[config.mk]
export PLATFORM = sky130hd
export DESIGN_NAME = mc_frame_arbiter
export DESIGN_NICKNAME = d
export VERILOG_FILES = /design/src/rtl/mc_frame_arbiter.sv
export SDC_FILE = /design/constraint.sdc
export NUM_CORES = 1
export LEC_CHECK = 0
export CORE_ASPECT_RATIO = 2
export CORE_MARGIN = 5
export CORE_UTILIZATION = 34
export CTS_BUF_LIST = sky130_fd_sc_hd__clkbuf_2 sky130_fd_sc_hd__clkbuf_4 sky130_fd_sc_hd__clkbuf_8
export DETAILED_ROUTE_END_ITERATION = 6
export GPL_TIMING_DRIVEN = 0
export PLACE_DENSITY = 0.85
export SLEW_MARGIN = 15
export SYNTH_ARGS = -nofsm -noshare
export SYNTH_HDL_FRONTEND = slang
export SYNTH_SLANG_ARGS = --single-unit
[constraint.sdc]
create_clock -name clk -period 3.8 [get_ports clk]
set_input_delay 0.95 -clock clk [delete_from_list [all_inputs] [get_ports clk]]
set_output_delay 0.95 -clock clk [all_outputs]
set_load 0.01 [all_outputs]
[src/rtl/mc_frame_arbiter.sv]
// mc_frame_arbiter: grants the memory array to one of refresh, write frame or
// read frame at a time, presents the latched frame to the array sequencer and
// waits for the array's completion pulse before arbitrating again.
// Reads win over writes, except that after RD_RUN_MAX consecutive read grants
// with a write pending, the write is forced through.
module mc_frame_arbiter #(
  parameter int FRAME_W    = 97,
  parameter int RD_RUN_MAX = 4
) (
  input  logic               clk,
  input  logic               rst,
  input  logic               axi2arb_wframe_valid,
  output logic               axi2arb_wframe_ready,
  input  logic [FRAME_W-1:0] axi2arb_wframe_data,
  input  logic               axi2arb_rframe_valid,
  output logic               axi2arb_rframe_ready,
  input  logic [FRAME_W-1:0] axi2arb_rframe_data,
  input  logic               refresh_req,
  output logic               refresh_ack,
  output logic               arb2array_valid,
  input  logic               arb2array_ready,
  output logic [1:0]         arb2array_type,
  output logic [FRAME_W-1:0] arb2array_data,
  input  logic               array_done,
  output logic               arb_busy
);

  typedef enum logic [1:0] {
    S_IDLE  = 2'd0,
    S_ISSUE = 2'd1,
    S_WAIT  = 2'd2
  } state_t;

  localparam logic [1:0] T_RD = 2'b00;
  localparam logic [1:0] T_WR = 2'b01;
  localparam logic [1:0] T_RF = 2'b10;
  localparam logic [3:0] RUN_MAX = 4'(RD_RUN_MAX);

  state_t               r_state;
  state_t               w_next;
  logic [3:0]           r_rd_run;
  logic [1:0]           r_type;
  logic [FRAME_W-1:0]   r_data;
  logic                 w_idle;
  logic                 w_gnt_rf;
  logic                 w_gnt_wr;
  logic                 w_gnt_rd;

  // Grants are only possible in IDLE; reset masks them so the readies are
  // already low during the reset cycle itself.
  assign w_idle = (r_state == S_IDLE) && !rst;

  // Winner selection: refresh, then a write that is starved or unopposed,
  // then a read.
  always_comb begin
    w_gnt_rf = w_idle && refresh_req;
    w_gnt_wr = w_idle && !refresh_req && axi2arb_wframe_valid &&
               ((r_rd_run == RUN_MAX) || !axi2arb_rframe_valid);
    w_gnt_rd = w_idle && !refresh_req && axi2arb_rframe_valid && !w_gnt_wr;
  end

  // State register.
  always_ff @(posedge clk or posedge rst) begin
    if (rst) r_state <= S_IDLE;
    else     r_state <= w_next;
  end

  // Next-state and handshake outputs.
  always_comb begin
    w_next               = r_state;
    axi2arb_wframe_ready = 1'b0;
    axi2arb_rframe_ready = 1'b0;
    arb2array_valid      = 1'b0;
    refresh_ack          = 1'b0;
    arb_busy             = 1'b0;
    case (r_state)
      S_IDLE: begin
        axi2arb_wframe_ready = w_gnt_wr;
        axi2arb_rframe_ready = w_gnt_rd;
        if (w_gnt_rf || w_gnt_wr || w_gnt_rd) w_next = S_ISSUE;
      end
      S_ISSUE: begin
        arb_busy        = 1'b1;
        arb2array_valid = 1'b1;
        if (arb2array_ready) begin
          refresh_ack = (r_type == T_RF);
          w_next      = S_WAIT;
        end
      end
      S_WAIT: begin
        arb_busy = 1'b1;
        if (array_done) w_next = S_IDLE;
      end
      default: w_next = S_IDLE;
    endcase
  end

  // Latch the winner's type and payload on the accepting edge; refresh
  // frames carry an all-zero payload.
  always_ff @(posedge clk or posedge rst) begin
    if (rst) begin
      r_type <= T_RD;
      r_data <= '0;
    end else if (w_gnt_rf) begin
      r_type <= T_RF;
      r_data <= '0;
    end else if (w_gnt_wr) begin
      r_type <= T_WR;
      r_data <= axi2arb_wframe_data;
    end else if (w_gnt_rd) begin
      r_type <= T_RD;
      r_data <= axi2arb_rframe_data;
    end
  end

  // Consecutive-read counter used to bound write starvation; refresh grants
  // leave it alone.
  always_ff @(posedge clk or posedge rst) begin
    if (rst) begin
      r_rd_run <= '0;
    end else if (w_gnt_wr) begin
      r_rd_run <= '0;
    end else if (w_gnt_rd) begin
      if (!axi2arb_wframe_valid)    r_rd_run <= '0;
      else if (r_rd_run != RUN_MAX) r_rd_run <= r_rd_run + 4'd1;
    end
  end

  assign arb2array_type = r_type;
  assign arb2array_data = r_data;

endmodule

# --- Word level (Yosys, flattened, before mapping) ---
# Index checks and enable logic that the tools add are counted.
word_totals:
  register_bits: 105
  out_inout_bits: 104
op_classes:
  mux: 20
  eq_ne: 9
  n_reduce_logical: 20
  addsub: 1
op_table:
  columns: ["cell", "count"]
  rows:
  - ["$mux 97", 3]
  - ["$mux 4", 4]
  - ["$mux 2", 6]
  - ["$logic_and 1x1->1", 7]
  - ["$mux 1", 6]
  - ["$pmux 2 s3", 1]
  - ["$add 4x1->4 const B", 1]
  - ["$eq 2x2->1 const B", 2]
  - ["$eq 4x3->1 const B", 1]
  - ["$logic_not 1->1", 4]
  - ["$ne 2x2->1 const B", 2]
  - ["$ne 4x3->1 const B", 1]
  - ["$logic_or 1x1->1", 3]
  - ["$ne 3x1->1 const B", 1]
  - ["$reduce_and 3->1", 1]
  - ["$reduce_bool 3->1", 1]
  - ["$eq 2x1->1 const B", 1]
  - ["$logic_not 2->1", 1]
  - ["$ne 2x1->1 const B", 1]
  - ["$reduce_and 2->1", 1]
  - ["$reduce_bool 2->1", 1]
  - ["$reduce_or 2->1", 1]

# --- Depth between registers and ports, before layout ---
logic_depth:
  ltp_word: 10
  depth_mapped: 10
  depth_no_buf: 7

# --- Least setup slack after synthesis ---
# Ideal clock, no wire load.
synth_timing:
  path_kind: "input port to output port"
  from: "in rst"
  to: "out axi2arb_rframe_ready"
  path_buffers: 2
  path_stages: 5
  slack_ns: 0.775
  t_required_ns: 2.850
  arrival_time_ns: 2.075
  path_cell_list: "or3b_1 a211o_1 buf_6 buf_6 and3_1"
synth_between:
  elab_chain_cells: 8
  elab_cells_between_ends: 9
  cone_classes: "1 x mux; 8 x reduce/logical"
synth_rtl:
  columns: ["element", "line", "rtl"]
  rows:
  - ["start, declared", "11", "input logic rst,"]
  - ["$logic_not 1->1 (no line) (*)", null, null]
  - ["$logic_and 1x1->1 (*)", "51", "assign w_idle = (r_state == S_IDLE) && !rst;"]
  - ["$logic_and 1x1->1 (*)", "57, 59", null]
  - ["$logic_and 1x1->1 (2 in series)", "57", "w_gnt_wr = w_idle && !refresh_req && axi2arb_wframe_valid &&"]
  - ["$logic_not 1->1", "59", "w_gnt_rd = w_idle && !refresh_req && axi2arb_rframe_valid && !w_gnt_wr;"]
  - ["$logic_and 1x1->1 (*)", "59", null]
  - ["$mux 1 (*)", "76", "case (r_state)"]
  - ["end, declared", "16", "output logic axi2arb_rframe_ready,"]
# Mark *: on every way between the ends. The rest lies on a longest branch, timed or not.

# --- Worst setup path in the final report ---
# Ends and elaborated chain as after synthesis.

==> results.md <==
- CTS sink cnt: 105
- Synth top area share: 54.0%
- Post-route ant nets: 0
- Pwr dens: 619 nW/um^2
- Final nets: 1104
- First-pass GRT wire length: 29000 um
- Count of pins over their slew limit: 0
- Sw frac: 35.3%
- Synthesized area: 4860 um^2
- Worst slew pin tran: 954 ps
- CP Buf/Inv Count: 4
- Lkg Pwr: 3.71 nW
- Die H: 179 um
- Drt pass-1 iters: 5
- ANT cells: 0
- Worst-case clock skew: 11.6 ps
- Reg2reg start: r_state[0]
- Crit path kind: in -> out
- Core Rows: 62
- Nature of the critical path startpoint: input port
- Crit path max-delay family: buffers and inverters
- Seq cells post-synth: 105
- Outcome: completed
- HP Start: arb2array_data[57]
- Syn. warnings: 0
- Largest area contributor in the netlist: dfrtp_1
- Main synth FF type: dfrtp_1
- Reg-to-Reg End: arb2array_data[15]
- Layout Cells excl Fill: 1094
- Initial antenna violation count: 1
- Critical Path Fanout Max: 10
- DRC Markers: 0
- I/O pin count: 305
- Net count after synthesis: 789
- Sw Pwr: 1.84 mW
- Combinational power share: 47.5%
- Share of total power in the clock network: 15.1%
- Cells after Synth: 582
- Avg Cell Area, Syn: 8.35 um^2
- Initial core utilization: 34.2%
- Int Power: 3.36 mW
- Asr flop ratio synth: 100%
- Fillers: 1196
- Routed WL: 19300 um
- Vias per Instance: 4.98
- Worst setup EP type: output port
- Hold-fix buffers, CTS: 0
- WHS Path Cells: 2
- WP data required: 2850 ps
- Final Hold Fails: 0
- Max VDD drop: 0.294 mV
- Clock root buffer: clkbuf_8
- Largest stage delay, worst path: 410 ps
- Rel. slew slack: 36.0%
- Reg clk slew, reported paths: 100 ps
- Crit-path slowest cell: or3b_1
- DRT iter0 DRCs: 196
- Max Cap Viol: 0
- Vias in the first global route: 5555
- Total track usage: 22.6%
- Period utilisation layout: 97.4%
- DR vias: 5443
- Buffers on Ports: 304
- Cell count along the critical path: 7
- Top cells by area, synth: dfrtp_1 54%, nand3_1 20%, nand2_1 15%, ha_1 1.5%, buf_6 1.4%
- Number of synthesized flops with an enable pin: 0
- WL/cell: 17.6 um
- Worst r2r path cells: 8
- Placed insts: 1079
- Share of layout cells above drive strength 1: 4.10%
- Die extent in x: 94.6 um
- Dpl hpwl: 15500 um
- Critical path cell sequence: dlygate4sd2_1, or3b_1, a211o_1, buf_6, buf_6, and3_1, dlygate4sd2_1
- WP data arrival: 2750 ps
- Post-synth cell types: 29
- Sequential Power Share: 37.4%
- Largest net degree at the start of global routing: 54
- CTS Buffer Depth: 2
- GRT overflow: 0
- RSZ-0062 raised after global routing: no
- Hold Path Sink: arb2array_data[57]
- Worst reg-to-reg setup slack: 1330 ps
- Maximum clock rate: 0.270 GHz
- Core Footprint: 14200 um^2
- Sequential cell area fraction in the yosys report: 54.0%
- CTS Buf Count: 9
- Placed Area: 8180 um^2
- Worst-Skew Late Latency: 380 ps
- Minimum clock period after layout: 3700 ps
- Die area: 16900 um^2
- Htree depth: 3
- Syn-to-layout area delta: 72.7%
- Setup violators final: 0
- Gpl congestion: 0.942
- CTS tree: yes
- Final Cell Area: 8400 um^2
- Worst hold path class: reg -> reg
## cell usage in the layout, fill, tap and decap left out, types with 2 or more instances in the layout
cell             count
buf_6                6
o21ai_0              4
dfrtp_1            105
ha_1                 6
inv_6                3
nand2_1            198
clkbuf_1            16
inv_1                7
nand3_1            196
dlygate4sd2_1        4
bufinv_16            2
clkbuf_8             9
mux2_2               2
clkdlybuf4s50_1    300
buf_1               10
nor2_1               3
clkinv_4             2
nor2b_1              2
buf_2                9
## Yosys cell counts (all sizes together), types with 2 or more instances
master / count
buf: 26
dfrtp: 105
nor2: 3
nand3: 196
inv: 9
nand2: 198
ha: 6
nor2b: 2
o21ai: 4
clkbuf: 16
mux2: 2
## power groups by stage
stage	Sequential [mW]	Clock [mW]	Combinational, mW
4_1_cts	1.95	0.806	2.50
2_1_floorplan	2.15	0	0.708
3_5_place_dp	1.97	0	2.49
5_1_grt	2.02	0.848	2.69
6_report	1.94	0.784	2.47
3_3_place_gp	1.94	0	2.45
## per-layer routing
metal	global-route usage, %	up-vias	routed length, um
li1	-	2576	-
met2	39.1	336	9230
met5	0	-	11
met1	23.4	2488	6570
met4	9.46	2	703
met3	9.95	41	2780
## registers in the layout (all words and copies together), names as in the netlist
| register | cells |
|---|---|
| arb2array_type | 2 |
| arb2array_data | 97 |
| r_state | 2 |
| r_rd_run | 4 |
## worst min-delay path, stage by stage (launching register included)
cell and delay [ps]:
dfrtp_1 350, nand2_1 50, nand3_1 60
## cell type report
cell class | count | area (um^2) | share of cell area (%)
timing repair buffer | 305 | 3070 | 36.5
tap | 192 | 240 | 2.86
sequential | 105 | 2630 | 31.3
clock inverter | 7 | 100 | 1.19
buffer | 41 | 210 | 2.50
inverter | 9 | 46.3 | 0.551
clock buffer | 9 | 124 | 1.48
multi-input combinational | 426 | 1980 | 23.6
## worst max path at each step
stage	from	end	slack, ps
floorplan	rst	arb2array_data[0]	90
global placement	rst	arb2array_data[43]	-1580
detailed placement	rst	axi2arb_wframe_ready	-500
CTS	rst	axi2arb_rframe_ready	80
global route	rst	axi2arb_rframe_ready	30
finish	rst	axi2arb_rframe_ready	100
## repair_timing
item                       CTS  global route
buffers inserted             0             0
hold endpoints to repair     0             0
gates resized for setup      6             0
setup endpoints to repair    2             0
## stage by stage
step                worst slack, ps  power, mW  TNS [ps]  hold WS [ps]  util (%)
finish                          101       5.20         0           483      59.1
global route                   28.0       5.56         0           510      59.1
CTS                            84.8       5.25         0           490      59.1
detailed placement             -503       4.46      -852           466      57.6
global placement              -1580       4.39   -165060           459      57.4
floorplan                      89.5       2.86         0           477         -
## logic make-up (layout without fill, tap and decap cells)
| kind of cell | after synthesis | after routing | synth area share (%) |
|---|---|---|---|
| AO/OA/AOI/OAI | 11 | 11 | 1.62 |
| adder cells (fa/ha/maj) | 6 | 6 | 1.54 |
| buffers and inverters | 51 | 371 | 5.17 |
| flip-flops | 105 | 105 | 54.0 |
| multiplexers | 2 | 2 | 0.463 |
| AND/OR/NAND/NOR | 407 | 407 | 37.2 |
No activity file was read; power rests on OpenSTA's default activity.
